**src/rtl/id_stage_pipe_pkg.sv**
```systemverilog
// Shared decode definitions for the ID stage: RV32I opcode/funct constants,
// the op encoding presented to EX, and the instruction decode helper.
package id_stage_pipe_pkg;

    localparam int unsigned INST_W = 32;
    localparam int unsigned OP_W   = 6;
    localparam int unsigned REG_AW = 5;

    localparam logic [6:0] OPC_LUI    = 7'b0110111;
    localparam logic [6:0] OPC_AUIPC  = 7'b0010111;
    localparam logic [6:0] OPC_JAL    = 7'b1101111;
    localparam logic [6:0] OPC_JALR   = 7'b1100111;
    localparam logic [6:0] OPC_BRANCH = 7'b1100011;
    localparam logic [6:0] OPC_LOAD   = 7'b0000011;
    localparam logic [6:0] OPC_STORE  = 7'b0100011;
    localparam logic [6:0] OPC_OPIMM  = 7'b0010011;
    localparam logic [6:0] OPC_OP     = 7'b0110011;

    localparam logic [6:0] F7_BASE = 7'b0000000;
    localparam logic [6:0] F7_ALT  = 7'b0100000;

    typedef enum logic [OP_W-1:0] {
        OP_NON, OP_LUI, OP_AUIPC, OP_JAL, OP_JALR,
        OP_BEQ, OP_BNE, OP_BLT, OP_BGE, OP_BLTU, OP_BGEU,
        OP_LB, OP_LH, OP_LW, OP_LBU, OP_LHU,
        OP_SB, OP_SH, OP_SW,
        OP_ADDI, OP_SLTI, OP_SLTIU, OP_XORI, OP_ORI, OP_ANDI,
        OP_SLLI, OP_SRLI, OP_SRAI,
        OP_ADD, OP_SUB, OP_SLL, OP_SLT, OP_SLTU, OP_XOR, OP_SRL, OP_SRA, OP_OR, OP_AND
    } op_e;

    // Source of the branch/jump base address
    typedef enum logic [1:0] {BR_NONE, BR_PC, BR_RS1} br_sel_e;

    typedef struct packed {
        op_e         op;
        logic [4:0]  rd;
        logic        rs1_use;
        logic        rs2_use;
        logic        wb_en;
        logic        illegal;
        br_sel_e     br_sel;
        logic [31:0] imm;      // 32-bit sign-extended; widened to XLEN by the stage
    } dec_t;

    // Pure decode of one instruction word; illegal encodings clear every field
    function automatic dec_t decode_inst(input logic [INST_W-1:0] inst);
        dec_t       d;
        logic [2:0] f3;
        logic [6:0] f7;
        logic       has_rd;
        logic       bad;
        d      = '0;
        d.op   = OP_NON;
        f3     = inst[14:12];
        f7     = inst[31:25];
        has_rd = 1'b0;
        bad    = 1'b0;
        case (inst[6:0])
            OPC_LUI, OPC_AUIPC: begin
                d.op   = (inst[6:0] == OPC_LUI) ? OP_LUI : OP_AUIPC;
                d.imm  = {inst[31:12], 12'b0};
                has_rd = 1'b1;
            end
            OPC_JAL: begin
                d.op     = OP_JAL;
                d.imm    = {{12{inst[31]}}, inst[19:12], inst[20], inst[30:21], 1'b0};
                d.br_sel = BR_PC;
                has_rd   = 1'b1;
            end
            OPC_JALR: begin
                d.op      = OP_JALR;
                d.imm     = {{20{inst[31]}}, inst[31:20]};
                d.rs1_use = 1'b1;
                d.br_sel  = BR_RS1;
                has_rd    = 1'b1;
                bad       = (f3 != 3'b000);
            end
            OPC_BRANCH: begin
                case (f3)
                    3'b000:  d.op = OP_BEQ;
                    3'b001:  d.op = OP_BNE;
                    3'b100:  d.op = OP_BLT;
                    3'b101:  d.op = OP_BGE;
                    3'b110:  d.op = OP_BLTU;
                    3'b111:  d.op = OP_BGEU;
                    default: bad  = 1'b1;
                endcase
                d.imm     = {{20{inst[31]}}, inst[7], inst[30:25], inst[11:8], 1'b0};
                d.rs1_use = 1'b1;
                d.rs2_use = 1'b1;
                d.br_sel  = BR_PC;
            end
            OPC_LOAD: begin
                case (f3)
                    3'b000:  d.op = OP_LB;
                    3'b001:  d.op = OP_LH;
                    3'b010:  d.op = OP_LW;
                    3'b100:  d.op = OP_LBU;
                    3'b101:  d.op = OP_LHU;
                    default: bad  = 1'b1;
                endcase
                d.imm     = {{20{inst[31]}}, inst[31:20]};
                d.rs1_use = 1'b1;
                has_rd    = 1'b1;
            end
            OPC_STORE: begin
                case (f3)
                    3'b000:  d.op = OP_SB;
                    3'b001:  d.op = OP_SH;
                    3'b010:  d.op = OP_SW;
                    default: bad  = 1'b1;
                endcase
                d.imm     = {{20{inst[31]}}, inst[31:25], inst[11:7]};
                d.rs1_use = 1'b1;
                d.rs2_use = 1'b1;
            end
            OPC_OPIMM: begin
                d.imm = {{20{inst[31]}}, inst[31:20]};
                case (f3)
                    3'b000: d.op = OP_ADDI;
                    3'b010: d.op = OP_SLTI;
                    3'b011: d.op = OP_SLTIU;
                    3'b100: d.op = OP_XORI;
                    3'b110: d.op = OP_ORI;
                    3'b111: d.op = OP_ANDI;
                    3'b001: begin
                        d.op  = OP_SLLI;
                        d.imm = {27'b0, inst[24:20]};
                        bad   = (f7 != F7_BASE);
                    end
                    default: begin
                        d.op  = (f7 == F7_ALT) ? OP_SRAI : OP_SRLI;
                        d.imm = {27'b0, inst[24:20]};
                        bad   = (f7 != F7_BASE) && (f7 != F7_ALT);
                    end
                endcase
                d.rs1_use = 1'b1;
                has_rd    = 1'b1;
            end
            OPC_OP: begin
                if (f7 == F7_BASE) begin
                    case (f3)
                        3'b000:  d.op = OP_ADD;
                        3'b001:  d.op = OP_SLL;
                        3'b010:  d.op = OP_SLT;
                        3'b011:  d.op = OP_SLTU;
                        3'b100:  d.op = OP_XOR;
                        3'b101:  d.op = OP_SRL;
                        3'b110:  d.op = OP_OR;
                        default: d.op = OP_AND;
                    endcase
                end else if (f7 == F7_ALT && f3 == 3'b000) begin
                    d.op = OP_SUB;
                end else if (f7 == F7_ALT && f3 == 3'b101) begin
                    d.op = OP_SRA;
                end else begin
                    bad = 1'b1;
                end
                d.rs1_use = 1'b1;
                d.rs2_use = 1'b1;
                has_rd    = 1'b1;
            end
            default: bad = 1'b1;
        endcase
        if (bad) begin
            d         = '0;
            d.op      = OP_NON;
            d.br_sel  = BR_NONE;
            d.illegal = 1'b1;
        end else begin
            d.rd    = has_rd ? inst[11:7] : 5'd0;
            d.wb_en = has_rd && (inst[11:7] != 5'd0);
        end
        return d;
    endfunction

endpackage

```
**src/rtl/id_stage_pipe_operand_sel.sv**
```systemverilog
// Operand resolve for one source register.
//   addr/use    : register index and whether the instruction reads it
//   rf_data     : regfile value for addr
//   fwd_*       : forwarding channels, index 0 youngest and highest priority
//   value_c     : resolved operand (0 for x0 or unused)
//   hazard_c    : winning channel still has its result in flight
module id_operand_sel
    import id_stage_pipe_pkg::*;
#(
    parameter int unsigned NUM_FWD = 2,
    parameter int unsigned XLEN    = 32
) (
    input  logic [REG_AW-1:0]         addr,
    input  logic                      use_rs,
    input  logic [XLEN-1:0]           rf_data,
    input  logic [NUM_FWD-1:0]        fwd_valid,
    input  logic [NUM_FWD-1:0]        fwd_pending,
    input  logic [NUM_FWD*REG_AW-1:0] fwd_addr,
    input  logic [NUM_FWD*XLEN-1:0]   fwd_data,
    output logic [XLEN-1:0]           value_c,
    output logic                      hazard_c
);

    // First matching channel in ascending order wins
    always_comb begin
        logic found;
        value_c  = rf_data;
        hazard_c = 1'b0;
        found    = 1'b0;
        for (int unsigned k = 0; k < NUM_FWD; k++) begin
            if (!found && fwd_valid[k] && fwd_addr[REG_AW*k +: REG_AW] == addr) begin
                found    = 1'b1;
                value_c  = fwd_data[XLEN*k +: XLEN];
                hazard_c = fwd_pending[k];
            end
        end
        if (!use_rs || addr == '0) begin
            value_c  = '0;
            hazard_c = 1'b0;
        end
    end

endmodule

```
**src/rtl/id_stage_pipe.sv**
```systemverilog
// RV32I decode stage with forwarding, load-use stall, flush and a registered
// valid/ready ID/EX payload.
//   in_valid/in_ready, pc_in, inst_in : IF side handshake
//   rs*_addr / rs*_data               : same-cycle regfile read
//   fwd_*                             : NUM_FWD forwarding channels
//   out_*                             : registered ID/EX payload, out_valid/out_ready
//   flush                             : kill held payload and current input
//   stall_cnt / stall_clr             : saturating hazard-cycle counter
module id_stage_pipe
    import id_stage_pipe_pkg::*;
#(
    parameter int unsigned XLEN        = 32,
    parameter int unsigned AW          = 32,
    parameter int unsigned NUM_FWD     = 2,
    parameter int unsigned STALL_CNT_W = 16
) (
    input  logic                      clk,
    input  logic                      rst,
    input  logic                      in_valid,
    output logic                      in_ready,
    input  logic [AW-1:0]             pc_in,
    input  logic [INST_W-1:0]         inst_in,
    input  logic                      flush,
    output logic [REG_AW-1:0]         rs1_addr,
    output logic [REG_AW-1:0]         rs2_addr,
    input  logic [XLEN-1:0]           rs1_data,
    input  logic [XLEN-1:0]           rs2_data,
    input  logic [NUM_FWD-1:0]        fwd_valid,
    input  logic [NUM_FWD-1:0]        fwd_pending,
    input  logic [NUM_FWD*REG_AW-1:0] fwd_addr,
    input  logic [NUM_FWD*XLEN-1:0]   fwd_data,
    output logic                      out_valid,
    input  logic                      out_ready,
    output logic [AW-1:0]             out_pc,
    output logic [OP_W-1:0]           out_op,
    output logic [REG_AW-1:0]         out_rd,
    output logic [XLEN-1:0]           out_rs1_val,
    output logic [XLEN-1:0]           out_rs2_val,
    output logic [XLEN-1:0]           out_imm,
    output logic                      out_wb_en,
    output logic [XLEN-1:0]           out_br_base,
    output logic [XLEN-1:0]           out_br_off,
    output logic                      out_illegal,
    output logic [STALL_CNT_W-1:0]    stall_cnt,
    input  logic                      stall_clr
);

    dec_t            dec;
    logic [XLEN-1:0] rs1_val_c, rs2_val_c, imm_x_c, br_base_c, br_off_c;
    logic            rs1_haz_c, rs2_haz_c, hazard_c, accept_c;

    always_comb dec = decode_inst(inst_in);

    assign rs1_addr = inst_in[19:15];
    assign rs2_addr = inst_in[24:20];

    id_operand_sel #(.NUM_FWD(NUM_FWD), .XLEN(XLEN)) u_rs1_sel (
        .addr(rs1_addr), .use_rs(dec.rs1_use), .rf_data(rs1_data),
        .fwd_valid(fwd_valid), .fwd_pending(fwd_pending),
        .fwd_addr(fwd_addr), .fwd_data(fwd_data),
        .value_c(rs1_val_c), .hazard_c(rs1_haz_c)
    );

    id_operand_sel #(.NUM_FWD(NUM_FWD), .XLEN(XLEN)) u_rs2_sel (
        .addr(rs2_addr), .use_rs(dec.rs2_use), .rf_data(rs2_data),
        .fwd_valid(fwd_valid), .fwd_pending(fwd_pending),
        .fwd_addr(fwd_addr), .fwd_data(fwd_data),
        .value_c(rs2_val_c), .hazard_c(rs2_haz_c)
    );

    assign imm_x_c  = XLEN'($signed(dec.imm));
    assign hazard_c = in_valid && (rs1_haz_c || rs2_haz_c);
    assign in_ready = !hazard_c && !flush && (!out_valid || out_ready);
    assign accept_c = in_valid && in_ready;

    // Branch target operands: PC-relative for JAL/branches, register-relative for JALR
    always_comb begin
        br_base_c = '0;
        br_off_c  = '0;
        case (dec.br_sel)
            BR_PC: begin
                br_base_c = XLEN'(pc_in);
                br_off_c  = imm_x_c;
            end
            BR_RS1: begin
                br_base_c = rs1_val_c;
                br_off_c  = imm_x_c;
            end
            default: ;
        endcase
    end

    // Valid flag: flush dominates, then capture, then drain
    always_ff @(posedge clk) begin
        if (!rst) begin
            out_valid <= 1'b0;
        end else if (flush) begin
            out_valid <= 1'b0;
        end else if (accept_c) begin
            out_valid <= 1'b1;
        end else if (out_ready) begin
            out_valid <= 1'b0;
        end
    end

    // Payload only changes on capture, so it is stable while EX back-pressures
    always_ff @(posedge clk) begin
        if (!rst) begin
            out_pc      <= '0;
            out_op      <= OP_NON;
            out_rd      <= '0;
            out_rs1_val <= '0;
            out_rs2_val <= '0;
            out_imm     <= '0;
            out_wb_en   <= 1'b0;
            out_br_base <= '0;
            out_br_off  <= '0;
            out_illegal <= 1'b0;
        end else if (accept_c) begin
            out_pc      <= pc_in;
            out_op      <= dec.op;
            out_rd      <= dec.rd;
            out_rs1_val <= rs1_val_c;
            out_rs2_val <= rs2_val_c;
            out_imm     <= imm_x_c;
            out_wb_en   <= dec.wb_en;
            out_br_base <= br_base_c;
            out_br_off  <= br_off_c;
            out_illegal <= dec.illegal;
        end
    end

    // Hazard-cycle counter; a flushed cycle is not a stall
    always_ff @(posedge clk) begin
        if (!rst) begin
            stall_cnt <= '0;
        end else if (stall_clr) begin
            stall_cnt <= '0;
        end else if (hazard_c && !flush && stall_cnt != '1) begin
            stall_cnt <= stall_cnt + STALL_CNT_W'(1);
        end
    end

endmodule

```
**config.mk**
```make
export PLATFORM = sky130hd
export DESIGN_NAME = id_stage_pipe
export DESIGN_NICKNAME = d
export VERILOG_FILES = /design/src/rtl/id_stage_pipe_pkg.sv /design/src/rtl/id_stage_pipe_operand_sel.sv /design/src/rtl/id_stage_pipe.sv
export SDC_FILE = /design/constraint.sdc
export NUM_CORES = 1
export LEC_CHECK = 0
export BUFFER_PORTS_ARGS = -buffer_cell sky130_fd_sc_hd__buf_2
export CAP_MARGIN = 20
export CELL_PAD_IN_SITES_DETAIL_PLACEMENT = 2
export CELL_PAD_IN_SITES_GLOBAL_PLACEMENT = 2
export CORE_ASPECT_RATIO = 0.75
export CORE_MARGIN = 3
export CORE_UTILIZATION = 30
export DETAILED_ROUTE_END_ITERATION = 8
export PLACE_DENSITY_LB_ADDON = 0.2
export SLEW_MARGIN = 15
export SYNTH_ARGS = -nofsm -noshare
export SYNTH_HDL_FRONTEND = slang
export SYNTH_SLANG_ARGS = --single-unit
```
**constraint.sdc**
```tcl
create_clock -name clk -period 5.35 [get_ports clk]
set_input_delay 0.2675 -clock clk [delete_from_list [all_inputs] [get_ports clk]]
set_output_delay 0.2675 -clock clk [all_outputs]
set_load 0.05 [all_outputs]
```
Yosys cells after proc, flatten, opt, wreduce, memory -nomap -nowiden --
Index checks and enable logic that the tools add are counted.
Storage, ports and cells: logic and storage cells 137, bits in registers 222, output and inout bits 233, input bits 212
Operators by class: mux-type cells 49, equal/unequal tests 25, reduce and logical (&&, ||, !) cells 49, $add $sub $neg 1, bitwise logic cells 1
Operators by type and width (count):
- 2-to-1 mux 32 bit | 8
- case mux 32 bit (6 select lines) | 1
- case mux 32 bit (2 select lines) | 1
- case mux 6 bit (8 select lines) | 1
- case mux 6 bit (7 select lines) | 1
- 2-to-1 mux 35 bit | 1
- equality test 7 x 6 -> 1 bit (second input constant) | 4
- case mux 4 bit (7 select lines) | 1
- 2-to-1 mux 6 bit | 4
- case mux 4 bit (6 select lines) | 1
- equality test 7 bit (second input constant) | 3
- 2-to-1 mux 1 bit | 21
- equality test 5 bit | 4
- case mux 4 bit (5 select lines) | 1
- OR reduction 6 bit | 3
- adder 16 x 1 -> 16 bit (second input constant) | 1
- logical AND 1 bit | 16
- inequality test 16 bit (second input constant) | 1
- case mux 5 bit (3 select lines) | 1
- equality test 7 x 5 -> 1 bit (second input constant) | 2
- equality test 3 bit (second input constant) | 4
- OR reduction 2 bit | 6
- zero test 5 bit | 2
- 2-to-1 mux 5 bit | 2
- other kinds (22) | 35

Logic depth before layout (Yosys ltp) --
depth after elaboration 17, gate-level depth with buffers 17, depth with buffers taken out 11

By module --
A second synthesis with hierarchy kept.
Unflattened totals: cells, all modules 1482, area total of the unflattened synthesis 11681.2 um2
Modules (own cells, without submodules):
- id_stage_pipe | instances 1, cells each 1126, sequential area each 4444.3 um2, area an instance 9076.2 um2
- id_operand_sel | instances 2, cells each 178, sequential area each 0.0 um2, area an instance 1302.5 um2

Least setup slack after synthesis --
OpenSTA, ideal clock, no wires.
kind input-to-reg, start point in inst_in[27], end point reg out_br_base[10], slack 1.952 ns, path buffers 5, arrival 3.328 ns, stages on the path 16, setup time 0.070 ns, required time 5.280 ns, cell sequence or4_4 or4_4 buf_6 nor2_4 o221ai_2 buf_6 clkbuf_1 clkbuf_1 a21oi_1 ha_1 inv_1 nand2_1 nor2_1 o21ai_1 clkbuf_1 o2bb2ai_1
On the way: cells in the longest elaborated chain, start to end 16, elaborated cells on any way between the ends 30, classes of those cells eq/ne: 4; mux: 11; reduce/logical: 15
RTL lines:
- from (decl) | RTL line id_stage_pipe.sv:22 | input logic [INST_W-1:0] inst_in,
- equality test 7 x 6 -> 1 bit | RTL line id_stage_pipe_pkg.sv:153, id_stage_pipe_pkg.sv:155
- logical AND 1 bit | RTL line id_stage_pipe_pkg.sv:155 | end else if (f7 == F7_ALT && f3 == 3'b101) begin
- 2-to-1 mux 1 bit | RTL line id_stage_pipe_pkg.sv:155
- 2-to-1 mux 1 bit | RTL line id_stage_pipe_pkg.sv:153 | end else if (f7 == F7_ALT && f3 == 3'b000) begin
- 2-to-1 mux 1 bit | RTL line id_stage_pipe_pkg.sv:142 | if (f7 == F7_BASE) begin
- case mux 1 bit (7 select lines) * | RTL line id_stage_pipe_pkg.sv:59 | case (inst[6:0])
- 2-to-1 mux 2 bit | RTL line id_stage_pipe_pkg.sv:166 | if (bad) begin
- zero test 1 bit | RTL line id_stage_pipe_operand_sel.sv:37 | if (!use_rs || addr == '0) begin
- logical OR 1 bit | RTL line id_stage_pipe_operand_sel.sv:37
- 2-to-1 mux 1 bit | RTL line id_stage_pipe_operand_sel.sv:37
- logical OR 1 bit | RTL line id_stage_pipe.sv:72 | assign hazard_c = in_valid && (rs1_haz_c || rs2_haz_c);
- logical AND 1 bit | RTL line id_stage_pipe.sv:72
- zero test 1 bit | RTL line id_stage_pipe.sv:73 | assign in_ready = !hazard_c && !flush && (!out_valid || out_ready);
- logical AND 1 bit (2 in a row) | RTL line id_stage_pipe.sv:73
- logical AND 1 bit | RTL line id_stage_pipe.sv:74 | assign accept_c = in_valid && in_ready;
- to (signal assigned) | RTL line id_stage_pipe.sv:127 | out_br_base <= br_base_c;
- to (decl) | RTL line id_stage_pipe.sv:41 | output logic [XLEN-1:0] out_br_base,
Mark *: on every way between the ends. The rest lies on a longest branch, timed or not. A chain may end at the register's enable or synchronous reset.

Final worst setup path --
start point in inst_in[29], end point reg out_br_base[2]
Same word-level chain as after synthesis.

==> summary.md <==
## Global routing
- Overflow after GRT: 0
- antenna violations before repair: 4
- vias in the first global route: 12,367
- first-pass GRT wire length: 78,200 µm
- All-Layer GR Usage: 0.251
- largest net degree at the start of global routing: 83

## Finish
- final standard cell count with taps included and fillers excluded: 2,171
- P&R area growth vs syn: 33.2%
- fraction of layout cells with a size suffix above 1: 0.315
- leading cell types in the layout, fill and taps excluded: sky130_fd_sc_hd__buf_2 (443), sky130_fd_sc_hd__dfxtp_1 (222), sky130_fd_sc_hd__nand2_1 (201)
- most common library cell in the layout ignoring fill and taps: sky130_fd_sc_hd__buf_2
- cell area after layout: 0.0148 mm²
- core occupancy in the finished layout: 0.409
- number of nets in the layout: 1,867

## Clock network
- maximum number of buffers from clock root to sink: 3
- CTS buffer count: 26
- H-tree depth reported by CTS: 1
- clock-pin slew reported for the worst setup and hold paths after clock tree synthesis: 0.06 ns
- CTS Root Buffer Type: sky130_fd_sc_hd__clkbuf_16
- clock sink total: 222
- Resized Gates After CTS: 0
- TritonCTS clock tree: built
- clock latency on the worst-skew pair: 0.55 ns

## Floorplan
- placeable core area: 0.0362 mm²
- Std-Cell Rows: 60
- die boundary width: 228 µm
- I/O pin count: 445
- Total Die Area: 0.0394 mm²
- Die Ht: 173 µm
- starting density of the core: 0.307

## Detailed routing
- count of antenna-violating nets left after detailed routing: 0
- WL per Instance: 23.9 µm
- DRC violation count after routing: 0
- via density per instance: 5.32
- Pre-antenna DRT Iters: 4
- routed wire length: 52,000 µm
- Initial DRC Count: 646
- total via count in the routed design: 11,547

## Logic synthesis
- share of flip-flops with an asynchronous set or reset: 0
- dominant cells by area after synthesis: sky130_fd_sc_hd__dfxtp_1 (40%), sky130_fd_sc_hd__mux2i_1 (16%), sky130_fd_sc_hd__nand2_1 (6.8%)
- yosys synthesis warning count: 0
- mean post-synth cell area: 8.86 µm²
- Yosys cell types: 66
- part of the Yosys area used for sequential elements: 0.400
- Mapped Area: 0.0111 mm²
- area fraction of the dominant cell type after synthesis: 0.400
- Seq cells post-synth: 222
- number of synthesized flops with an enable pin: 0
- predominant post-synthesis flop cell: sky130_fd_sc_hd__dfxtp_1
- post-synthesis cell type with the largest combined area: sky130_fd_sc_hd__dfxtp_1
- post-synthesis net count: 1,471
- post-synthesis cell count: 1,256

## Setup path
- family with the most delay on the worst path: simple AND/OR/NAND/NOR gates
- number of buffer and inverter stages on the critical path: 3
- launch point of the critical path: inst_in[29]
- start-to-end type of the worst setup path: in2reg
- data required time at the worst endpoint: 5.81 ns
- Worst Setup End Kind: flip-flop
- startpoint of the worst register-to-register path: stall_cnt[6]$_SDFFE_PP0P_
- cell repeated most along the worst path: sky130_fd_sc_hd__or4_4
- worst-path cell chain: dlygate4sd3_1 > buf_2 > or4_4 > or4_4 > nor2_4 > o221a_2 > nand3_1 > ha_2 > inv_1 > nand2_1 > nor2_1 > o21ai_4 > o2bb2ai_1
- critical-path maximum fanout: 32
- logic depth of the worst setup path including buffers: 13
- Crit path largest cell delay: 0.62 ns
- critical path arrival: 4.16 ns
- Reg2Reg Depth: 7
- Critical Path Start Type: input pin
- critical-path cell with the highest stage delay: sky130_fd_sc_hd__or4_4

## Min path
- instance count along the most critical hold path: 3
- worst hold path class: in2reg
- start point of the worst hold path: pc_in[11]

## Flow run
- max-cap violations: 0

## Timing
- final clock skew: 0.0126 ns
- setup total negative slack: 0 ns
- final max-slew violation count: 0
- relative max-transition margin: 0.313
- achievable clock frequency: 270 MHz
- unrepaired setup endpoints after global routing: false
- share of the cycle needed by the critical path after routing: 0.692
- final-report setup violation count: 0
- Final Hold Fails: 0
- fin crit period: 3.70 ns
- measured slew at the worst slew-check pin: 1.03 ns

## Pwr
- power density of the placed cells: 274 mW/mm²
- Max rail drop VDD: 0.177 mV
- PnR Total Power: 4060 µW
- static leakage power: 0.00657 µW

## Placement
- placed cell area: 0.0136 mm²
- detailed placement HPWL: 37,800 µm
- post-placement cell count: 2,090
- GPL Wtd Cong: 0.828
- count of input and output buffers: 444

## Run status
- result of the run: completed

-- synth_stat cells, drive strengths merged (7+ instances only) --
library cell	instances
or2	7
a22oi	39
nor2b	7
inv	10
or3	8
or4	12
nand4	11
o2bb2ai	82
nand2	201
a22o	7
buf	47
o31ai	12
a211o	33
nand3	14
nor3	10
nand2b	8
o21ai	16
dfxtp	222
xor2	9
clkbuf	73
nor2	86
a21oi	74
xnor2	13
mux2i	178
-- worst reg2reg max path, cell delays in order, from the launching register on --
cell                      delay (ns)
sky130_fd_sc_hd__dfxtp_1        0.41
sky130_fd_sc_hd__and3_1         0.23
sky130_fd_sc_hd__and3_1         0.22
sky130_fd_sc_hd__nand4_1        0.23
sky130_fd_sc_hd__o31ai_1        0.83
sky130_fd_sc_hd__or3_1          0.39
sky130_fd_sc_hd__or4_1          0.16
sky130_fd_sc_hd__a21oi_1        0.06
-- per-stage QoR --
stage,hold WS [ns],setup WS (ns)
after floorplan,0.346,1.95
after global placement,0.439,1.63
after detailed placement,0.443,1.40
after CTS,0.000490,1.67
after global routing,0.00283,1.44
final,0.0214,1.65
-- sequential cells by signal, summed over array words and instances, names as in the netlist --
register	cells
out_br_base	32
out_br_off	32
out_imm	32
out_pc	32
out_rs1_val	32
out_rs2_val	32
stall_cnt	16
out_op	6
out_rd	5
out_illegal	1
out_valid	1
out_wb_en	1
-- report_power, final --
| part | internal (µW) | leakage (µW) | switching [µW] |
|---|---|---|---|
| Sequential | 1670 | 0.00179 | 7.11 |
| Combinational | 165 | 0.00434 | 309 |
| Clock | 1150 | 0.000441 | 757 |
-- path summary, 6_finish.rpt --
kind | end | slack [ns]
setup reg to reg | stall_cnt[14]$_SDFFE_PP0P_ | 2.69
hold reg to reg | out_rs2_val[10]$_SDFFE_PN0P_ | 0.46
hold / removal | out_pc[11]$_SDFFE_PN0P_ | 0.02
setup / recovery | out_br_base[2]$_SDFFE_PN0P_ | 1.65
-- metal layers --
metal | vias to the layer above | GRT usage | part of all wire
met5 | - | 0 | 0
met2 | 294 | 0.424 | 0.48
met1 | 5852 | 0.327 | 0.45
met4 | 0 | 0.0549 | 0.019
met3 | 54 | 0.0593 | 0.057
li1 | 5347 | - | -
-- area by class of cell --
| cell class | instances | area, µm² |
|---|---|---|
| fill | 4148 | 21400 |
| inverter | 11 | 41.3 |
| clock buffer | 35 | 736 |
| antenna | 4 | 10.0 |
| clock inverter | 12 | 165 |
| multi-input combinational | 903 | 6140 |
| sequential | 222 | 4440 |
| timing repair buffer | 488 | 2650 |
| tap | 496 | 621 |
-- cells by family (layout without fill, tap and decap cells) --
logic type / count (synthesis) / count (layout) / synth area share
simple gates: 389 / 389 / 0.157
compound gates: 311 / 311 / 0.209
flops: 222 / 222 / 0.400
mux: 178 / 178 / 0.160
buf+inv: 131 / 546 / 0.0541
xor+xnor: 22 / 22 / 0.0173
fa+ha+maj: 3 / 3 / 0.00338
other cells: 0 / 4 / 0
-- what timing repair did --
action | CTS | global route
setup buffers | 0 | 0
hold endpoints to repair | 28 | 0
hold buffers | 28 | 0
No activity file was read; power rests on OpenSTA's default activity.
